--- config.mk ---
export PLATFORM = sky130hd
export DESIGN_NAME = mult_seq_ctrl
export DESIGN_NICKNAME = d
export VERILOG_FILES = /design/src/rtl/mult_seq_pkg.sv /design/src/rtl/mult_seq_tagpipe.sv /design/src/rtl/mult_seq_ctrl.sv
export SDC_FILE = /design/constraint.sdc
export NUM_CORES = 1
export LEC_CHECK = 0
export ABC_AREA = 1
export CAP_MARGIN = 10
export CORE_MARGIN = 5
export CORE_UTILIZATION = 56
export DETAILED_ROUTE_END_ITERATION = 10
export PLACE_DENSITY = 0.84
export SYNTH_ARGS = -nofsm -noshare
export SYNTH_HDL_FRONTEND = slang
export SYNTH_SLANG_ARGS = --single-unit
--- constraint.sdc ---
create_clock -name clk -period 8.14 [get_ports clk]
set_input_delay 2.442 -clock clk [delete_from_list [all_inputs] [get_ports clk]]
set_output_delay 2.442 -clock clk [all_outputs]
set_load 0.1 [all_outputs]
--- src/rtl/mult_seq_pkg.sv ---
// Shared widths, state encoding and width helper for the wide-product sequencer.
package mult_seq_pkg;

  localparam int A_W     = 27;
  localparam int MB_W    = 18;
  localparam int CHUNK_W = 17;
  localparam int MP_W    = 45;

  typedef enum logic [1:0] {
    IDLE,
    ISSUE,
    DRAIN,
    DONE
  } state_t;

  function automatic int calc_pw(input int nchunk);
    return A_W + CHUNK_W * nchunk;
  endfunction

endpackage

--- src/rtl/mult_seq_tagpipe.sv ---
// Valid/slice-index shift register that travels alongside the external multiplier.
module mult_seq_tagpipe #(
  parameter int LAT   = 0,
  parameter int IDX_W = 2
) (
  input  logic             clk,
  input  logic             rst,
  input  logic             in_vld,
  input  logic [IDX_W-1:0] in_idx,
  output logic             out_vld,
  output logic [IDX_W-1:0] out_idx
);

  generate
    if (LAT == 0) begin : g_wire
      logic unused_clk_rst;
      assign unused_clk_rst = clk ^ rst;
      assign out_vld = in_vld;
      assign out_idx = in_idx;
    end else begin : g_pipe
      logic [LAT-1:0]   vld_q;
      logic [IDX_W-1:0] idx_q [LAT];

      always_ff @(posedge clk or posedge rst) begin
        if (rst) begin
          vld_q <= '0;
          for (int i = 0; i < LAT; i++) idx_q[i] <= '0;
        end else begin
          vld_q[0] <= in_vld;
          idx_q[0] <= in_idx;
          for (int i = 1; i < LAT; i++) begin
            vld_q[i] <= vld_q[i-1];
            idx_q[i] <= idx_q[i-1];
          end
        end
      end

      assign out_vld = vld_q[LAT-1];
      assign out_idx = idx_q[LAT-1];
    end
  endgenerate

endmodule

--- src/rtl/mult_seq_ctrl.sv ---
// Signed 27 x (17*NCHUNK) product sequenced through one shared 27x18 split multiplier.
// state | meaning
// IDLE  | waiting for an operand pair
// ISSUE | one B slice per cycle to the multiplier
// DRAIN | waiting MUL_LAT cycles for the last returns
// DONE  | product held on out_p until out_ready
module mult_seq_ctrl
  import mult_seq_pkg::*;
#(
  parameter int NCHUNK  = 3,
  parameter int MUL_LAT = 0,
  localparam int BW = CHUNK_W * NCHUNK,
  localparam int PW = calc_pw(NCHUNK)
) (
  input  logic            clk,
  input  logic            rst,
  input  logic            in_valid,
  output logic            in_ready,
  input  logic [A_W-1:0]  in_a,
  input  logic [BW-1:0]   in_b,
  output logic            out_valid,
  input  logic            out_ready,
  output logic [PW-1:0]   out_p,
  output logic            busy,
  output logic            mul_en,
  output logic [A_W-1:0]  mul_a,
  output logic [MB_W-1:0] mul_b,
  input  logic [MP_W-1:0] mul_p1,
  input  logic [MP_W-1:0] mul_p2
);

  localparam logic [1:0] LAST_K   = 2'(NCHUNK - 1);
  localparam logic [1:0] DRAIN_LD = 2'(MUL_LAT - 1);

  state_t             state, state_nxt;
  logic [A_W-1:0]     a_q;
  logic [BW-1:0]      b_q;
  logic [1:0]         k_q;
  logic [1:0]         drain_q;
  logic [PW-1:0]      acc_q;
  logic               tag_vld;
  logic [1:0]         tag_k;
  logic               last_k;
  logic [CHUNK_W-1:0] slice;
  logic               slice_msb;
  logic [MP_W:0]      psum;
  logic [PW-1:0]      psum_ext;

  assign last_k    = (k_q == LAST_K);
  assign slice     = CHUNK_W'(b_q >> (CHUNK_W * k_q));
  // only the top slice carries B's sign; lower slices are unsigned magnitudes
  assign slice_msb = last_k & b_q[BW-1];
  assign psum      = {mul_p1[MP_W-1], mul_p1} + {mul_p2[MP_W-1], mul_p2};
  assign psum_ext  = PW'($signed(psum));

  mult_seq_tagpipe #(
    .LAT   (MUL_LAT),
    .IDX_W (2)
  ) u_tagpipe (
    .clk     (clk),
    .rst     (rst),
    .in_vld  (mul_en),
    .in_idx  (k_q),
    .out_vld (tag_vld),
    .out_idx (tag_k)
  );

  always_ff @(posedge clk or posedge rst) begin
    if (rst) state <= IDLE;
    else     state <= state_nxt;
  end

  always_comb begin
    state_nxt = state;
    case (state)
      IDLE:    if (in_valid) state_nxt = ISSUE;
      ISSUE:   if (last_k) state_nxt = (MUL_LAT > 0) ? DRAIN : DONE;
      DRAIN:   if (drain_q == 2'd0) state_nxt = DONE;
      DONE:    if (out_ready) state_nxt = IDLE;
      default: state_nxt = IDLE;
    endcase
  end

  always_comb begin
    in_ready  = 1'b0;
    busy      = 1'b1;
    mul_en    = 1'b0;
    mul_a     = '0;
    mul_b     = '0;
    out_valid = 1'b0;
    out_p     = '0;
    case (state)
      IDLE: begin
        in_ready = 1'b1;
        busy     = 1'b0;
      end
      ISSUE: begin
        mul_en = 1'b1;
        mul_a  = a_q;
        mul_b  = {slice_msb, slice};
      end
      DONE: begin
        out_valid = 1'b1;
        out_p     = acc_q;
      end
      default: ;
    endcase
  end

  always_ff @(posedge clk or posedge rst) begin
    if (rst) begin
      a_q     <= '0;
      b_q     <= '0;
      k_q     <= '0;
      drain_q <= '0;
      acc_q   <= '0;
    end else begin
      if (state == IDLE && in_valid) begin
        a_q   <= in_a;
        b_q   <= in_b;
        k_q   <= '0;
        acc_q <= '0;
      end else begin
        if (tag_vld) acc_q <= acc_q + (psum_ext << (CHUNK_W * tag_k));
        if (state == ISSUE) k_q <= k_q + 2'd1;
      end
      if (state == ISSUE && last_k) drain_q <= DRAIN_LD;
      else if (state == DRAIN)      drain_q <= drain_q - 2'd1;
    end
  end

endmodule

# Word-level counts from Yosys, hierarchy flattened
# Index checks and enable logic that the tools add are counted.
dict set report totals {
  output_inout_bits 127
  word_cells 48
  input_bits 172
  regBits 162
}
dict set report classes {
  bitwise 1
  add_sub_neg 4
  mul 1
  shift 2
  n_mux 18
  n_eq_ne 8
  n_reduce_logical 8
}
# operator count
set op_table {}
lappend op_table {{78-bit 2-to-1 mux} 3}
lappend op_table {{78-bit adder} 1}
lappend op_table {{78-bit by 7-bit left shift with 78-bit output} 1}
lappend op_table {{51-bit by 7-bit >> shifter with 17-bit output} 1}
lappend op_table {{45-bit by 45-bit adder with 46-bit output} 1}
lappend op_table {{27-bit 2-to-1 mux} 1}
lappend op_table {{18-bit 2-to-1 mux} 1}
lappend op_table {{2-bit 2-to-1 mux} 8}
lappend op_table {{2-bit inequality test (second input constant)} 4}
lappend op_table {{2-bit case mux with 4 select lines} 1}
lappend op_table {{5-bit by 2-bit multiplier with 7-bit output (first input constant)} 1}
lappend op_table {{2-bit equality test (second input constant)} 3}
lappend op_table {{2-bit nonzero test} 3}
lappend op_table {{2-bit zero test} 2}
lappend op_table {{1-bit 2-to-1 mux} 4}
lappend op_table {{4-bit AND reduction} 1}
lappend op_table {{2-bit by 1-bit adder with 2-bit output (second input constant)} 1}
lappend op_table {{2-bit by 1-bit equality test with 1-bit output (second input constant)} 1}
lappend op_table {{1-bit logical AND} 2}
lappend op_table {{2-bit by 1-bit subtractor with 2-bit output (second input constant)} 1}
lappend op_table {{1-bit bitwise AND} 1}

# Depth between registers and ports, before layout
dict set report depth {
  word_depth 5
  mapped_depth 41
  mapped_depth_nobuf 41
}

# By module
# Synthesis repeated with hierarchy kept, for this count alone.
dict set report hier_totals {
  cells_unflattened 3101
  area_unflattened_um2 18251.3
}
# mod area_each_um2 cells_each seq_area_each_um2 n_inst
set by_module_without_submodules {}
lappend by_module_without_submodules {mult_seq_ctrl 18228.7 3098 4053.9 1}
lappend by_module_without_submodules {mult_seq_tagpipe 22.5 3 0.0 1}

# Worst setup path before layout
# No wires, ideal clock.
dict set report synth_path {
  kind {input port to flip-flop}
  startpoint {in mul_p1[0]}
  endpoint {reg acc_q[68]}
  setup_ps 118
  arrival_ps 6212
  n_path_buf 0
  slack_ps 1810
  t_required_ps 8022
  path_stages 33
  cell_sequence {ha_1 -> fa_1 -> nand3_1 -> nand3_1 -> nand3_1 -> nand3_2 -> nand2_1 -> nand3_2 -> nand2_1 -> nand2_1 -> a21oi_1 -> inv_1 -> nand2_1 -> nand3_1 -> nand3_1 -> o21ai_1 -> o21ai_1 -> nor2_1 -> ha_1 -> nand2_1 -> nor2_1 -> inv_1 -> nor2_1 -> inv_1 -> o21ai_0 -> nand2_1 -> nand3_1 -> nand3_1 -> nand2_1 -> a21boi_1 -> or2_2 -> nand3_1 -> nand2_1}
}
dict set report synth_via {
  elab_chain_cells 5
}
# item line_no
set synth_lines {}
lappend synth_lines {{start, declared} mult_seq_ctrl.sv:28} ;# input logic [MP_W-1:0] mul_p1,
lappend synth_lines {{45-bit by 45-bit adder with 46-bit output} mult_seq_ctrl.sv:53} ;# assign psum = {mul_p1[MP_W-1], mul_p1} + {mul_p2[MP_W-1], mul_p2};
lappend synth_lines {{78-bit by 7-bit left shift with 78-bit output} mult_seq_ctrl.sv:124} ;# if (tag_vld) acc_q <= acc_q + (psum_ext << (CHUNK_W * tag_k));
lappend synth_lines {{78-bit adder} mult_seq_ctrl.sv:124}
lappend synth_lines {{78-bit 2-to-1 mux} mult_seq_ctrl.sv:124}
lappend synth_lines {{78-bit 2-to-1 mux} mult_seq_ctrl.sv:118} ;# if (state == IDLE && in_valid) begin
lappend synth_lines {{end signal, assigned} mult_seq_ctrl.sv:124}
lappend synth_lines {{end, declared} mult_seq_ctrl.sv:40} ;# logic [PW-1:0] acc_q;
# No other way between the ends. The select of a mux whose other input is x is not followed.
# A chain may end at the register's enable or synchronous reset.

# Worst setup path in the final report
dict set report layout_path {
  startpoint {in mul_p1[0]}
  endpoint {reg acc_q[74]}
}
# The elaborated chain is that of the path after synthesis.

==> metrics.yaml <==
synthesis:
  synth_edf_count: 0
  synthFlopType: "dfrtp_1"
  synth_top_family_by_area: "simple AND/OR/NAND/NOR gates"
  synth_compound_area_share_pct: 19.40
  synth_nets: 3449
  syn_avg_cell_area_um2: 5.836
  synthAdderAreaFrac_pct: 9.435
  yosysSeqAreaShare_pct: 22.12
  synthCells: 3140
  synthMuxAreaShare_pct: 0
  synthesis.area_mm2: 0.01833
  synth-seq-cells: 162
  synth-async-reset-ratio_pct: 100.0
  yosysUniqueCellTypes: 55
  synthSimpleGateAreaFrac_pct: 34.11
  synth-warning-count: 0
  synth-xor-area-share_pct: 1.714
routing:
  ant_nets: 0
  drt_iter0_drc: 2808
  dr.pass1.iters: 6
  vias: 22340
  finalWirelength_um: 75470
  routed_via_density: 5.811
  remaining_drc_errors: 0
  wl_per_cell_um: 19.63
placed_design:
  hpwlAfterDp_um: 60080
  dp_slack_ns: 0.1696
  placed_cells: 3813
  io_buffers: 298
  gp_congestion: 1.093
sta:
  finalSetupViolations: 0
  finalHoldWorstSlack_ns: 0.4888
  post-route-worst-setup-slack_ns: 0.3075
  rsz0062_at_grt: "false"
  tightest_slew_ns: 1.164
  skew_ns: 0.01844
  tns_ns: 0
  slew_violations: 0
  finalHoldViolations: 0
  max_freq_ghz: 0.1277
  period_minus_slack_ns: 7.833
  slew_headroom_pct: 22.34
  fin_crit_sh_pct: 96.22
global_route:
  grt_max_degree: 108
  first_global_vias: 21350
  grt_use_total_pct: 40.58
  grt_first_pass_wirelength_um: 116000
  antenna_found_initial: 0
  overflow: 0
die:
  dieArea_mm2: 0.03644
  num_rows: 66
  die_x_um: 190.9
  initial_core_util_pct: 56.47
  die_y_um: 190.9
  core_mm2: 0.03245
  io_pins: 299
final_layout:
  drive_gt1_share_pct: 3.614
  instances_no_fill: 3845
  diodes: 0
  fin_nets: 3699
  nFillCells: 2808
  syn_to_final_growth_pct: 21.49
clock_network:
  cts_max_level: 4
  ctsHoldBuffers: 0
  cts_buffers: 17
  cts_buffer_depth: 2
  ctsResizeCount: 0
  clkSinkCount: 162
  insertion_delay_ns: 0.47
  cts.clk_slew.worst_paths_ns: 0.07
  cts_tree: "built"
  clk_root_buffer_cell: "clkbuf_16"
  cts_setup_buffers: 0
setup_path:
  crit_type: "in2reg"
  critPathLaunchType: "input pin"
  cp.buffers_inverters: 3
  worstSetupEndpointType: "flop"
  critPathMaxStageDelay_ns: 0.50
  critPathArrivalTime_ns: 8.18
  cpMaxStageDelayCell: "nor4_1"
  critical_path.most_common_cell: "nand2_1"
  critical_path.top_delay_family: "simple AND/OR/NAND/NOR gates"
  crit_required_ns: 8.48
  path_max_fanout: 5
flow_run:
  cap_violations: 0
min_path:
  hold_path_class: "reg2reg"
run_status:
  outcome: "finished clean"
## synthesized netlist by cell type (9+ instances only)
library cell     n  area [um^2]
a21o_1          11        82.58
a21oi_1        201         1006
a31oi_1         51        319.1
buf_1           12        45.04
buf_2           14        70.07
clkbuf_1        63        236.5
dfrtp_1        162         4054
ha_1           135         1689
inv_1          538         2019
inv_2           11        41.29
nand2_1       1042         3911
nand3_1        145        725.7
nand4_1         11        68.82
nor2_1         269         1010
nor3_1          22        110.1
o211ai_1         9        67.56
o21a_1          10        75.07
o21ai_0        209         1046
o21ai_1         34        170.2
o21bai_1        16        120.1
o221ai_1        18        157.7
o31ai_1          9        67.56
or2_1            9        56.30
xnor2_1         10        87.58
xor2_1          24        210.2
## worst paths after layout
path                       startpoint  slack (ns)        end  depth (start not counted)
max in group asynchronous         rst        4.54  acc_q[45]                          3
min                           b_q[41]        0.49    b_q[41]                          2
max                         mul_p1[0]        0.31  acc_q[74]                         32
max reg2reg                    k_q[1]        2.89  acc_q[67]                         20
min in group asynchronous         rst        2.40    a_q[20]                          2
min reg2reg                   b_q[41]        0.49    b_q[41]                          2
## per-stage QoR
stage | utilization, % | area [um^2]
final | 68.61 | 22270
after global routing | 68.61 | 22270
after CTS | 68.61 | 22270
after detailed placement | 66.89 | 21710
after global placement | 66.89 | 21710
after floorplan | - | 18330
## routing by layer
layer,wire length (um),GRT usage [%],up-vias
met4,4610,21.33,0
met5,0,0,-
met3,8071,9.405,250
met1,29200,50.52,10150
li1,-,-,10490
met2,33590,65.68,1448
## worst min-delay path: cells and delay by family (launching register included)
| family | cells | cell delay, ns |
|---|---|---|
| AND/OR/NAND/NOR | 2 | 0.10 |
| flip-flops | 1 | 0.35 |
## cell families (layout without fill, tap and decap cells)
kind of cell               Yosys count  after routing
buffers and inverters              641            904
AOI/OAI and AO/OA                  617            617
adders and majority gates          137            137
xor gates and xnor gates            35             35
and+or+nand+nor                   1548           1548
DFF                                162            162
## layout by cell type, fill, tap and decap left out, types with 7 or more instances in the layout
cell type	synthesis	routed
a21oi_2	7	7
o21ai_0	209	209
inv_6	0	7
buf_4	0	21
dfrtp_1	162	160
nand4_1	11	11
or2_1	9	9
o21ai_1	34	34
nor2_1	269	267
clkbuf_16	0	17
o21a_1	10	10
nand2_2	8	8
o21bai_1	16	16
o221ai_1	18	18
inv_1	538	537
xor2_1	24	24
ha_1	135	134
o31ai_1	9	9
or2_2	8	8
nand3b_1	8	8
nand3_1	145	145
nor3_1	22	22
o21ai_2	7	7
nand2_1	1042	1042
clkdlybuf4s50_1	0	298
o211ai_1	9	9
a31oi_1	51	51
a21o_1	11	11
a21oi_1	201	201
inv_2	11	12
xnor2_1	10	10
## registers in the layout, indices dropped and copies added (netlist names)
name and count:
k_q 2, b_q 51, a_q 27, acc_q 78
state 2, drain_q 2
## cell type report
class	count	area (um^2)	area share, %
multi-input combinational	2337	11860	53.27
sequential	162	4056	18.22
timing repair buffer	320	3161	14.19
inverter	552	2078	9.334
tap	442	553.0	2.484
clock buffer	20	456.7	2.051
clock inverter	12	98.84	0.4439
Power is left out: the tool's default activity adds up to more than one toggle a clock period on the data nets, which glitch-free logic cannot reach.
